File: config.mk
export PLATFORM = sky130hd
export DESIGN_NAME = id_ex_hazard_reg
export DESIGN_NICKNAME = d
export VERILOG_FILES = /design/src/rtl/id_ex_hazard_reg.sv
export SDC_FILE = /design/constraint.sdc
export NUM_CORES = 1
export LEC_CHECK = 0
export CAP_MARGIN = 10
export CORE_AREA = 2 2 239 241
export DETAILED_ROUTE_END_ITERATION = 16
export DIE_AREA = 0 0 241 243
export SLEW_MARGIN = 15
export SYNTH_ARGS = -nofsm -noshare
export SYNTH_HDL_FRONTEND = slang
export SYNTH_SLANG_ARGS = --single-unit
File: constraint.sdc
create_clock -name clk -period 2.7 [get_ports clk]
set_input_delay 0.54 -clock clk [delete_from_list [all_inputs] [get_ports clk]]
set_output_delay 0.54 -clock clk [all_outputs]
set_load 0.01 [all_outputs]
File: src/rtl/id_ex_hazard_reg.sv
// ID/EX pipeline register with load-use hazard detection.
// Inserts one bubble per load-use, honours flush and hold, counts bubbles.
module id_ex_hazard_reg #(
    parameter int XLEN  = 64,
    parameter int RA_W  = 5,
    parameter int CNT_W = 32
) (
    input  logic             clk,
    input  logic             reset,
    input  logic             id_valid,
    input  logic             id_branch,
    input  logic             id_mem_read,
    input  logic             id_mem_to_reg,
    input  logic             id_mem_write,
    input  logic             id_alu_src,
    input  logic             id_reg_write,
    input  logic [1:0]       id_alu_op,
    input  logic [XLEN-1:0]  id_pc,
    input  logic [XLEN-1:0]  id_rs1_data,
    input  logic [XLEN-1:0]  id_rs2_data,
    input  logic [XLEN-1:0]  id_imm,
    input  logic [RA_W-1:0]  id_rs1,
    input  logic [RA_W-1:0]  id_rs2,
    input  logic [RA_W-1:0]  id_rd,
    input  logic [3:0]       id_funct4,
    input  logic             flush,
    input  logic             hold,
    output logic             ex_valid,
    output logic             ex_branch,
    output logic             ex_mem_read,
    output logic             ex_mem_to_reg,
    output logic             ex_mem_write,
    output logic             ex_alu_src,
    output logic             ex_reg_write,
    output logic [1:0]       ex_alu_op,
    output logic [XLEN-1:0]  ex_pc,
    output logic [XLEN-1:0]  ex_rs1_data,
    output logic [XLEN-1:0]  ex_rs2_data,
    output logic [XLEN-1:0]  ex_imm,
    output logic [RA_W-1:0]  ex_rs1,
    output logic [RA_W-1:0]  ex_rs2,
    output logic [RA_W-1:0]  ex_rd,
    output logic [3:0]       ex_funct4,
    output logic             stall,
    output logic             pc_write,
    output logic             if_id_write,
    output logic [CNT_W-1:0] bubble_count
);

    typedef struct packed {
        logic       branch;
        logic       mem_read;
        logic       mem_to_reg;
        logic       mem_write;
        logic       alu_src;
        logic       reg_write;
        logic [1:0] alu_op;
    } ctrl_t;

    typedef struct packed {
        logic            valid;
        ctrl_t           ctrl;
        logic [XLEN-1:0] pc;
        logic [XLEN-1:0] rs1_data;
        logic [XLEN-1:0] rs2_data;
        logic [XLEN-1:0] imm;
        logic [RA_W-1:0] rs1;
        logic [RA_W-1:0] rs2;
        logic [RA_W-1:0] rd;
        logic [3:0]      funct4;
    } id_ex_t;

    id_ex_t id_in;
    id_ex_t ex_q;
    id_ex_t ex_d;

    logic uses_rs2;
    logic rs1_match;
    logic rs2_match;
    logic hazard;

    logic sel_flush;
    logic sel_hold;
    logic sel_bubble;
    logic sel_capture;

    logic [CNT_W-1:0] cnt_q;
    logic             cnt_sat;

    // Bundle the decode-stage signals into one record
    always_comb begin
        id_in                 = '0;
        id_in.valid           = id_valid;
        id_in.ctrl.branch     = id_branch;
        id_in.ctrl.mem_read   = id_mem_read;
        id_in.ctrl.mem_to_reg = id_mem_to_reg;
        id_in.ctrl.mem_write  = id_mem_write;
        id_in.ctrl.alu_src    = id_alu_src;
        id_in.ctrl.reg_write  = id_reg_write;
        id_in.ctrl.alu_op     = id_alu_op;
        id_in.pc              = id_pc;
        id_in.rs1_data        = id_rs1_data;
        id_in.rs2_data        = id_rs2_data;
        id_in.imm             = id_imm;
        id_in.rs1             = id_rs1;
        id_in.rs2             = id_rs2;
        id_in.rd              = id_rd;
        id_in.funct4          = id_funct4;
    end

    // Load-use detection against the instruction currently in EX
    always_comb begin
        uses_rs2  = ~id_alu_src | id_mem_write;
        rs1_match = (ex_q.rd == id_rs1);
        rs2_match = uses_rs2 & (ex_q.rd == id_rs2);
        hazard    = id_valid
                  & ex_q.valid
                  & ex_q.ctrl.mem_read
                  & (ex_q.rd != '0)
                  & (rs1_match | rs2_match);
    end

    assign stall       = hazard & ~flush;
    assign pc_write    = ~stall;
    assign if_id_write = ~stall;

    // Mutually exclusive edge actions: flush > hold > hazard > capture
    always_comb begin
        sel_flush   = flush;
        sel_hold    = ~flush & hold;
        sel_bubble  = ~flush & ~hold & hazard;
        sel_capture = ~flush & ~hold & ~hazard;
    end

    // Next EX contents; a bubble clears valid and every control bit
    always_comb begin
        ex_d = ex_q;
        unique case (1'b1)
            sel_flush: begin
                ex_d.valid = 1'b0;
                ex_d.ctrl  = '0;
            end
            sel_hold: begin
                ex_d = ex_q;
            end
            sel_bubble: begin
                ex_d.valid = 1'b0;
                ex_d.ctrl  = '0;
            end
            sel_capture: begin
                ex_d = id_in;
            end
            default: begin
                ex_d = ex_q;
            end
        endcase
    end

    // EX stage register
    always_ff @(posedge clk) begin
        if (reset) begin
            ex_q <= '0;
        end else begin
            ex_q <= ex_d;
        end
    end

    assign cnt_sat = (cnt_q == {CNT_W{1'b1}});

    // Saturating count of load-use bubbles only
    always_ff @(posedge clk) begin
        if (reset) begin
            cnt_q <= '0;
        end else if (sel_bubble && !cnt_sat) begin
            cnt_q <= cnt_q + CNT_W'(1);
        end
    end

    assign bubble_count  = cnt_q;

    assign ex_valid      = ex_q.valid;
    assign ex_branch     = ex_q.ctrl.branch;
    assign ex_mem_read   = ex_q.ctrl.mem_read;
    assign ex_mem_to_reg = ex_q.ctrl.mem_to_reg;
    assign ex_mem_write  = ex_q.ctrl.mem_write;
    assign ex_alu_src    = ex_q.ctrl.alu_src;
    assign ex_reg_write  = ex_q.ctrl.reg_write;
    assign ex_alu_op     = ex_q.ctrl.alu_op;
    assign ex_pc         = ex_q.pc;
    assign ex_rs1_data   = ex_q.rs1_data;
    assign ex_rs2_data   = ex_q.rs2_data;
    assign ex_imm        = ex_q.imm;
    assign ex_rs1        = ex_q.rs1;
    assign ex_rs2        = ex_q.rs2;
    assign ex_rd         = ex_q.rd;
    assign ex_funct4     = ex_q.funct4;

endmodule

==> out/qor.csv, run 1 <==
metric;value;unit
status;finished with violations;
failing checks;negative setup slack;
DIE AREA;58600;um^2
Die Wd;241;um
Multi-input gate area;4640;um^2
RSZ-0062 raised after global routing;yes;
dpl hpwl;33000;um
CTS HTree Levels;2;
clock slew at reported path FFs;0.06;ns
# Max-Cap Violations;0;
Cell Area, Synth;11300;um^2
FP Rows;87;
DRT Wirelength;43900;um
DR pass1 iterations;5;
Setup Total Neg Slack;-0.0459;ns
final setup fails;3;
Crit-path slowest cell;clkdlybuf4s50_1;
EDFF count, synth;0;
Remaining DRCs;0;
Num CTS Buffers;38;
Starting Density;20.2;%
CP Cell Sequence;clkdlybuf4s50_1, xnor2_1, nand4_1, o22ai_4, nand2_2, or2_4, buf_2;
drt wl/cell;15.5;um
PortBufs;606;
top cells by count, synth;567 x nand2_1, 316 x dfxtp_1, 302 x a21oi_1;
CP Class;in2out;
Yosys cell types;36;
Slew headroom;49.4;%
predominant post-synthesis flop cell;dfxtp_1;
Leakage;0.00708;uW
register area share after synthesis;55.9;%
Sink Count;316;
asr flop ratio synth;0;%
Yosys top cell by area;dfxtp_1;
worst slew pin tran;0.757;ns
critical path fanouts, max;3;
crit share post-route;101;%
min Tclk post-route;2.72;ns
worst hold margin;0.448;ns
max-slew violation count;0;
Ys Warns;0;
Syn Inst Count;1432;
via count;11900;
# Post-CTS Setup Buffers;0;
root cell of the clock tree;clkbuf_16;
Clk Latency, worst-skew pair;0.54;ns
DP Worst Slack;-1.06;ns
routability cong.;0.789;
layout cells sized above 1;7.25;%
synth top area cells;dfxtp_1 56%, nand2_1 19%, a21oi_1 13%, clkbuf_1 2.4%, or3_1 1.1%;
Core Area;56000;um^2
Area Overhead vs Synth;76.5;%
VDD IR-drop max;0.000425;V
placed cell count;2757;
CP peak stage delay;0.50;ns
DR iter-0 viols;437;
Setup crit end kind;output pin;
Post-Syn Nets;1721;
Seq cells post-synth;316;
Max clock buf depth;3;
CTS Hold Bufs;0;
Worst Skew;0.0128;ns
Ports;607;
Achievable Freq;368;MHz
Tot GR Track Use;14.2;%
post-route ant nets;0;
register area;6330;um^2
Setup crit start kind;input pin;
first-pass GRT wire length;65600;um
FILL cells;5721;
Worst Slack Setup Final;-0.0157;ns
worst path required time;2.16;ns
Hold Fails Final Rpt;0;
most numerous cell in the Yosys netlist;nand2_1;
remaining global-route overflow;0;
initial antenna violation count;2;
Final Non-Filler Cells;2826;
layout net count;2330;
Worst Path Arrival;2.18;ns
Vert. Die Dim;243;um
vias in the first global route;11800;
pwr dens;584;nW/um^2
largest net degree at the start of global routing;99;
Hold Path Class;in2reg;
Power, Total;11700;uW
syn avg cell area;7.90;um^2
number of vias per cell;4.23;
Synth top area share;55.9;%
TritonCTS clock tree;yes;
## stage by stage
stage | cell area [um^2] | util, %
floorplan | 11300 | -
global placement | 18700 | 33.4
detailed placement | 18700 | 33.4
CTS | 20000 | 35.7
global route | 20000 | 35.7
finish | 20000 | 35.7
## cells in the final DEF (no fill, tap or decap), types with 7 or more instances in the layout
cell / count
a21oi_1: 302
a22o_1: 9
buf_12: 17
buf_4: 49
clkbuf_1: 7
clkbuf_16: 39
clkbuf_8: 7
clkdlybuf4s50_1: 598
dfxtp_1: 313
nand2_1: 566
nand3_1: 12
nand4_1: 11
nor2_1: 11
o21ai_0: 20
o31ai_1: 7
or3_1: 20
or4_1: 9
xnor2_1: 8
## report_power, final
group / internal, uW / switching, uW
clock network: 3140 / 2050
logic: 885 / 642
registers: 4860 / 103
## cells by family after synthesis
logic type | after synthesis | synth area share, %
flops | 316 | 55.9
buf+inv | 109 | 3.73
fa+ha+maj | 1 | 0.111
xor+xnor | 12 | 0.929
simple gates | 648 | 23.3
mux | 2 | 0.188
compound gates | 344 | 15.9
## path summary, 6_finish.rpt
kind | from | endpoint | slack [ns] | cells past startpoint
worst max register to register | ex_rd[4]$_SDFFE_PP0P_ | bubble_count[21]$_SDFFE_PP0P_ | 0.32 | 9
worst min register to register | ex_imm[32]$_SDFFE_PP0P_ | ex_imm[32]$_SDFFE_PP0P_ | 0.45 | 2
worst min-delay path | reset | ex_pc[59]$_SDFFE_PP0P_ | 0.45 | 2
worst max-delay path | id_rs2[2] | pc_write | -0.02 | 7
## worst max-delay path, delay by kind of cell
kind | cells | cell delay (ns)
and+or+nand+nor | 3 | 0.61
xor gates and xnor gates | 1 | 0.13
buffers and inverters | 2 | 0.64
AOI/OAI and AO/OA | 1 | 0.25
## what timing repair did
action / in CTS / in global routing
gates resized for setup: 25 / 4
endpoints found under the setup margin: 271 / 3
pin swaps: 5 / 2
gates cloned: 0 / 0
## cell type report
type	instances	share of cell area, %
multi-input combinational	1007	23.2
antenna	1	0.0125
sequential	316	31.7
clock buffer	53	5.50
inverter	6	0.113
timing repair buffer	672	33.9
tap	756	4.73
clock inverter	15	0.852
## layer usage
layer | vias up | global-route usage, % | wire length, um
li1 | 5941 | - | -
met1 | 5504 | 15.6 | 17000
met2 | 436 | 25.1 | 21700
met3 | 59 | 5.32 | 4280
met4 | 2 | 4.25 | 906
met5 | - | 0 | 13
Power figures use the tool's default switching activity.
==> inputs of run 2 (changes only) <==
- CORE_AREA: 2 2 239 241 -> 2 2 235 237
- DIE_AREA: 0 0 241 243 -> 0 0 237 239
- SETUP_SLACK_MARGIN: not set -> 0.5
==> run 2 against run 1 <==
- the flow now finishes without violations
- worst hold slack worse by 0.099 ns
- routed wire length up 8.3%
- critical endpoint is now stall
- clock power is 6.7% lower
- largest power group is now sequential cells
- first-iteration DRC count grew 14%
- sequential power about the same
- critical path type unchanged
- clock skew up 0.0032 ns
- setup slack better by 0.30 ns
- critical path depth is 1 higher
==> out/qor.csv, run 2 (same netlist as run 1, synthesis figures left out) <==
metric;value;unit
CTS HTree Levels;2;
dpl hpwl;31700;um
critical path fanouts, max;3;
crit share post-route;89.3;%
Achievable Freq;415;MHz
Num CTS Buffers;37;
pwr dens;551;nW/um^2
min Tclk post-route;2.41;ns
CP Class;in2out;
Ports;607;
DP Worst Slack;-0.484;ns
Hold Path Class;in2reg;
initial antenna violation count;0;
Leakage;0.00756;uW
layout net count;2377;
vias in the first global route;11500;
antenna fix cells;0;
Post-Layout Inst Area;20800;um^2
FF-to-FF path depth;12;
Clk Latency, worst-skew pair;0.53;ns
Sink Count;316;
max-slew violation count;0;
Starting Density;20.8;%
reg2reg setup slack;0.41;ns
Hold Startpoint;id_rs1[4];
number of vias per cell;4.34;
leading cell type in the layout, fill and taps excluded;clkdlybuf4s50_1;
CTS Hold Bufs;0;
DRT Wirelength;47600;um
worst hold margin;0.350;ns
Remaining DRCs;0;
RSZ-0062 raised after global routing;yes;
Worst Hold End;ex_rs1[4]$_SDFFE_PP0P_;
DIE AREA;56600;um^2
Setup crit end kind;output pin;
Max clock buf depth;3;
worst slew pin tran;0.684;ns
VDD IR-drop max;0.000557;V
DR pass1 iterations;5;
Worst Path Arrival;1.87;ns
routability cong.;0.798;
Slew headroom;54.4;%
worst path required time;2.16;ns
PortBufs;606;
# Max-Cap Violations;0;
post-route ant nets;0;
Vert. Die Dim;239;um
FP Rows;86;
final setup fails;0;
first-pass GRT wire length;64100;um
most frequent cells in the layout;591 x clkdlybuf4s50_1, 553 x nand2_1, 299 x dfxtp_1;
drt wl/cell;16.9;um
Worst Slack Setup Final;0.289;ns
layout cells sized above 1;11.7;%
worst reg2reg path startpoint;ex_rd[4]$_SDFFE_PP0P_;
root cell of the clock tree;clkbuf_16;
placed inst area;18600;um^2
Worst Skew;0.0160;ns
clock slew at reported path FFs;0.06;ns
worst hold stages;3;
remaining global-route overflow;0;
Setup crit start kind;input pin;
Hold Fails Final Rpt;0;
Tot GR Track Use;14.2;%
TritonCTS clock tree;yes;
DR iter-0 viols;499;
Core Util, Final;38.4;%
Die Wd;237;um
FF-to-FF End;ex_pc[19]$_SDFFE_PP0P_;
Core Area;54300;um^2
status;finished, final reports clean;
largest net degree at the start of global routing;91;
via count;12200;
Area Overhead vs Synth;84.2;%
## run 2: worst max-delay path by stage
stage                                          endpoint                    startpoint
after global routing                              stall         ex_rd[1]$_SDFFE_PP0P_
after detailed placement                          stall                     id_rs2[3]
final                                             stall                     id_rs2[3]
after CTS                                         stall         ex_rd[3]$_SDFFE_PP0P_
after floorplan           bubble_count[21]$_SDFFE_PP0P_  bubble_count[0]$_SDFFE_PP0P_
after global placement                            stall                     id_rs2[3]
## run 2: layout make-up
cell class / instances / area [um^2]
clock inverter: 6 / 58.8
clock buffer: 56 / 1110
sequential: 316 / 6350
fill: 5392 / 33500
tap: 704 / 881
inverter: 6 / 22.5
multi-input combinational: 1008 / 4840
timing repair buffer: 719 / 7580
## run 2: per-layer routing
layer	global-route usage [%]	up-vias	part of all wire, %
li1	-	6032	-
met1	16.3	5666	41
met2	24.6	454	48
met3	4.76	76	7.5
met4	5.14	0	2.8
met5	0	-	0
## run 2: critical path, stage by stage
cell           delay [ns]
dlygate4sd2_1        0.36
xnor2_2              0.15
nand4_1              0.15
o22ai_4              0.21
nand2_1              0.07
or2_4                0.24
inv_2                0.05
buf_6                0.09
## run 2: stage by stage
step	power, uW	TNS [ns]	instances
final	11500	0	2815
after detailed placement	6590	-40.88	2705
after global routing	12000	0	2815
after global placement	6580	-42.48	2705
after CTS	11500	0	2771
after floorplan	5540	0	1432
## run 2: report_power, final
part | total (uW) | switching [uW] | leakage, uW | internal, uW
clock network | 4840 | 1930 | 0.000578 | 2910
registers | 4960 | 103 | 0.00259 | 4860
logic | 1680 | 702 | 0.00439 | 981
total | 11500 | 2740 | 0.00756 | 8740
## run 2: repair_timing
item	CTS	global route
pin swaps	9	26
endpoints found under the setup margin	284	103
gates resized for setup	43	76
cloned	0	23
hold endpoints to repair	0	0
setup buffers	4	21
==> inputs of run 3 (changes only) <==
- CORE_AREA: 2 2 235 237 -> 2 2 239 241
- DIE_AREA: 0 0 237 239 -> 0 0 241 243
==> run 3 against run 2 <==
- routed wire length increased by 1.6%
- via count increased by 1.3%
- final cell count increased by 1.8%
- clock power increased by 2%
- critical path depth decreased by 2
- critical endpoint is now pc_write
- highest routed layer unchanged
==> out/qor.csv, run 3 (same netlist as run 1, synthesis figures left out) <==
metric;value;unit
largest net degree at the start of global routing;86;
met3 wire length;4460;um
CTS Hold Bufs;0;
Vert. Die Dim;243;um
layout net count;2370;
Worst Path Arrival;2.08;ns
Leakage;0.00750;uW
Crit-path slowest cell;dfxtp_4;
Remaining DRCs;0;
PortBufs;606;
register area;6360;um^2
worst slew pin tran;0.659;ns
Comb power frac;14.6;%
remaining global-route overflow;0;
initial antenna violation count;3;
layout cells sized above 1;12.9;%
CP Class;reg2out;
DR iter-0 viols;631;
Core Util, Final;37.5;%
FP Rows;87;
Core Area;56000;um^2
Setup crit start kind;flop;
Hold Fails Final Rpt;0;
pwr dens;552;nW/um^2
wire length on met1;18700;um
Tot GR Track Use;14.3;%
CTS HTree Levels;2;
Starting Density;20.2;%
drt wl/cell;16.9;um
min Tclk post-route;2.62;ns
CP Cell Sequence;xnor2_4, nand4_1, o22ai_4, nand2_1, or2_4, buf_2;
Achievable Freq;381;MHz
Hold Path Class;in2reg;
Clk Latency, worst-skew pair;0.54;ns
status;finished, final reports clean;
final setup fails;0;
internal power;8770;uW
switching pwr;2810;uW
Slew headroom;56.0;%
root cell of the clock tree;clkbuf_16;
DR pass1 iterations;5;
first-pass GRT wire length;65800;um
Num CTS Buffers;37;
critical path fanouts, max;3;
Sw Share;24.3;%
worst path required time;2.16;ns
DIE AREA;58600;um^2
RSZ-0062 raised after global routing;yes;
most frequent cells in the layout;591 x clkdlybuf4s50_1, 564 x nand2_1, 299 x dfxtp_1;
Top Layer Used;met4;
Setup crit end kind;output pin;
number of vias per cell;4.32;
dpl hpwl;33500;um
# Max-Cap Violations;0;
max-slew violation count;0;
leading cell type in the layout, fill and taps excluded;clkdlybuf4s50_1;
placed cell count;2766;
post-route ant nets;0;
Multi-input gate area;4960;um^2
CP peak stage delay;0.36;ns
placed inst area;18700;um^2
Sink Count;316;
VDD IR-drop max;0.000408;V
sequential share of power;42.8;%
Post-Layout Inst Area;21000;um^2
Max clock buf depth;3;
Final Non-Filler Cells;2867;
Met2 Wirelength;23900;um
Area Overhead vs Synth;85.5;%
Clock power frac;42.6;%
via count;12400;
crit share post-route;97.2;%
TritonCTS clock tree;yes;
Die Wd;241;um
FILL cells;5614;
worst hold margin;0.311;ns
routability cong.;0.807;
DRT Wirelength;48400;um
Worst Skew;0.0178;ns
clock slew at reported path FFs;0.06;ns
vias in the first global route;11900;
Ports;607;
## run 3: routing by layer
metal | global-route usage (%) | up-vias
met4 | 5.08 | 0
li1 | - | 6022
met5 | 0 | -
met2 | 25.4 | 469
met3 | 5.24 | 80
met1 | 15.4 | 5810
## run 3: worst paths after layout
check | from | end | slack, ns | depth (start not counted)
worst max-delay path | ex_rd[4]$_SDFFE_PP0P_ | pc_write | 0.08 | 6
worst min-delay path | id_alu_src | ex_alu_src$_SDFFE_PP0P_ | 0.31 | 2
worst max register to register | ex_rd[4]$_SDFFE_PP0P_ | bubble_count[23]$_SDFFE_PP0P_ | 0.27 | 9
worst min register to register | ex_rs2_data[9]$_SDFFE_PP0P_ | ex_rs2_data[9]$_SDFFE_PP0P_ | 0.45 | 2
## run 3: what timing repair did
action,CTS,global route
gates resized for setup,39,132
pin swaps,4,23
gates cloned,0,20
buffers inserted,0,12
endpoints found under the setup margin,324,198
## run 3: worst max-delay path, delay by kind of cell, from the launching register on
kind            cells  cell delay [ns]
xor+xnor            1             0.19
buf+inv             1             0.15
flops               1             0.36
simple gates        3             0.59
compound gates      1             0.25
## run 3: area by class of cell
| class | instances | share of cell area, % |
|---|---|---|
| Tap cell | 756 | 4.51 |
| Inverter | 6 | 0.107 |
| Multi-Input combinational cell | 1008 | 23.6 |
| Clock inverter | 9 | 0.364 |
| Sequential cell | 316 | 30.3 |
| Antenna cell | 3 | 0.0358 |
| Timing Repair Buffer | 712 | 35.8 |
| Clock buffer | 57 | 5.31 |
## run 3: power groups by stage
stage / clock network (uW) / logic [uW] / registers [uW]
6_report: 4930 / 1690 / 4960
5_1_grt: 5260 / 1810 / 4980
4_1_cts: 5080 / 1560 / 4960
3_5_place_dp: 0 / 1550 / 5060
3_3_place_gp: 0 / 1540 / 5050
2_1_floorplan: 0 / 396 / 5140
## run 3: metrics by stage
| step | power, uW | worst slack (ns) | setup TNS [ns] |
|---|---|---|---|
| 6_report | 11600 | 0.0757 | 0 |
| 5_1_grt | 12000 | 0.0213 | 0 |
| 4_1_cts | 11600 | 0.0513 | 0 |
| 3_5_place_dp | 6610 | -0.761 | -94.20 |
| 3_3_place_gp | 6600 | -0.804 | -84.65 |
| 2_1_floorplan | 5540 | 0.520 | 0 |
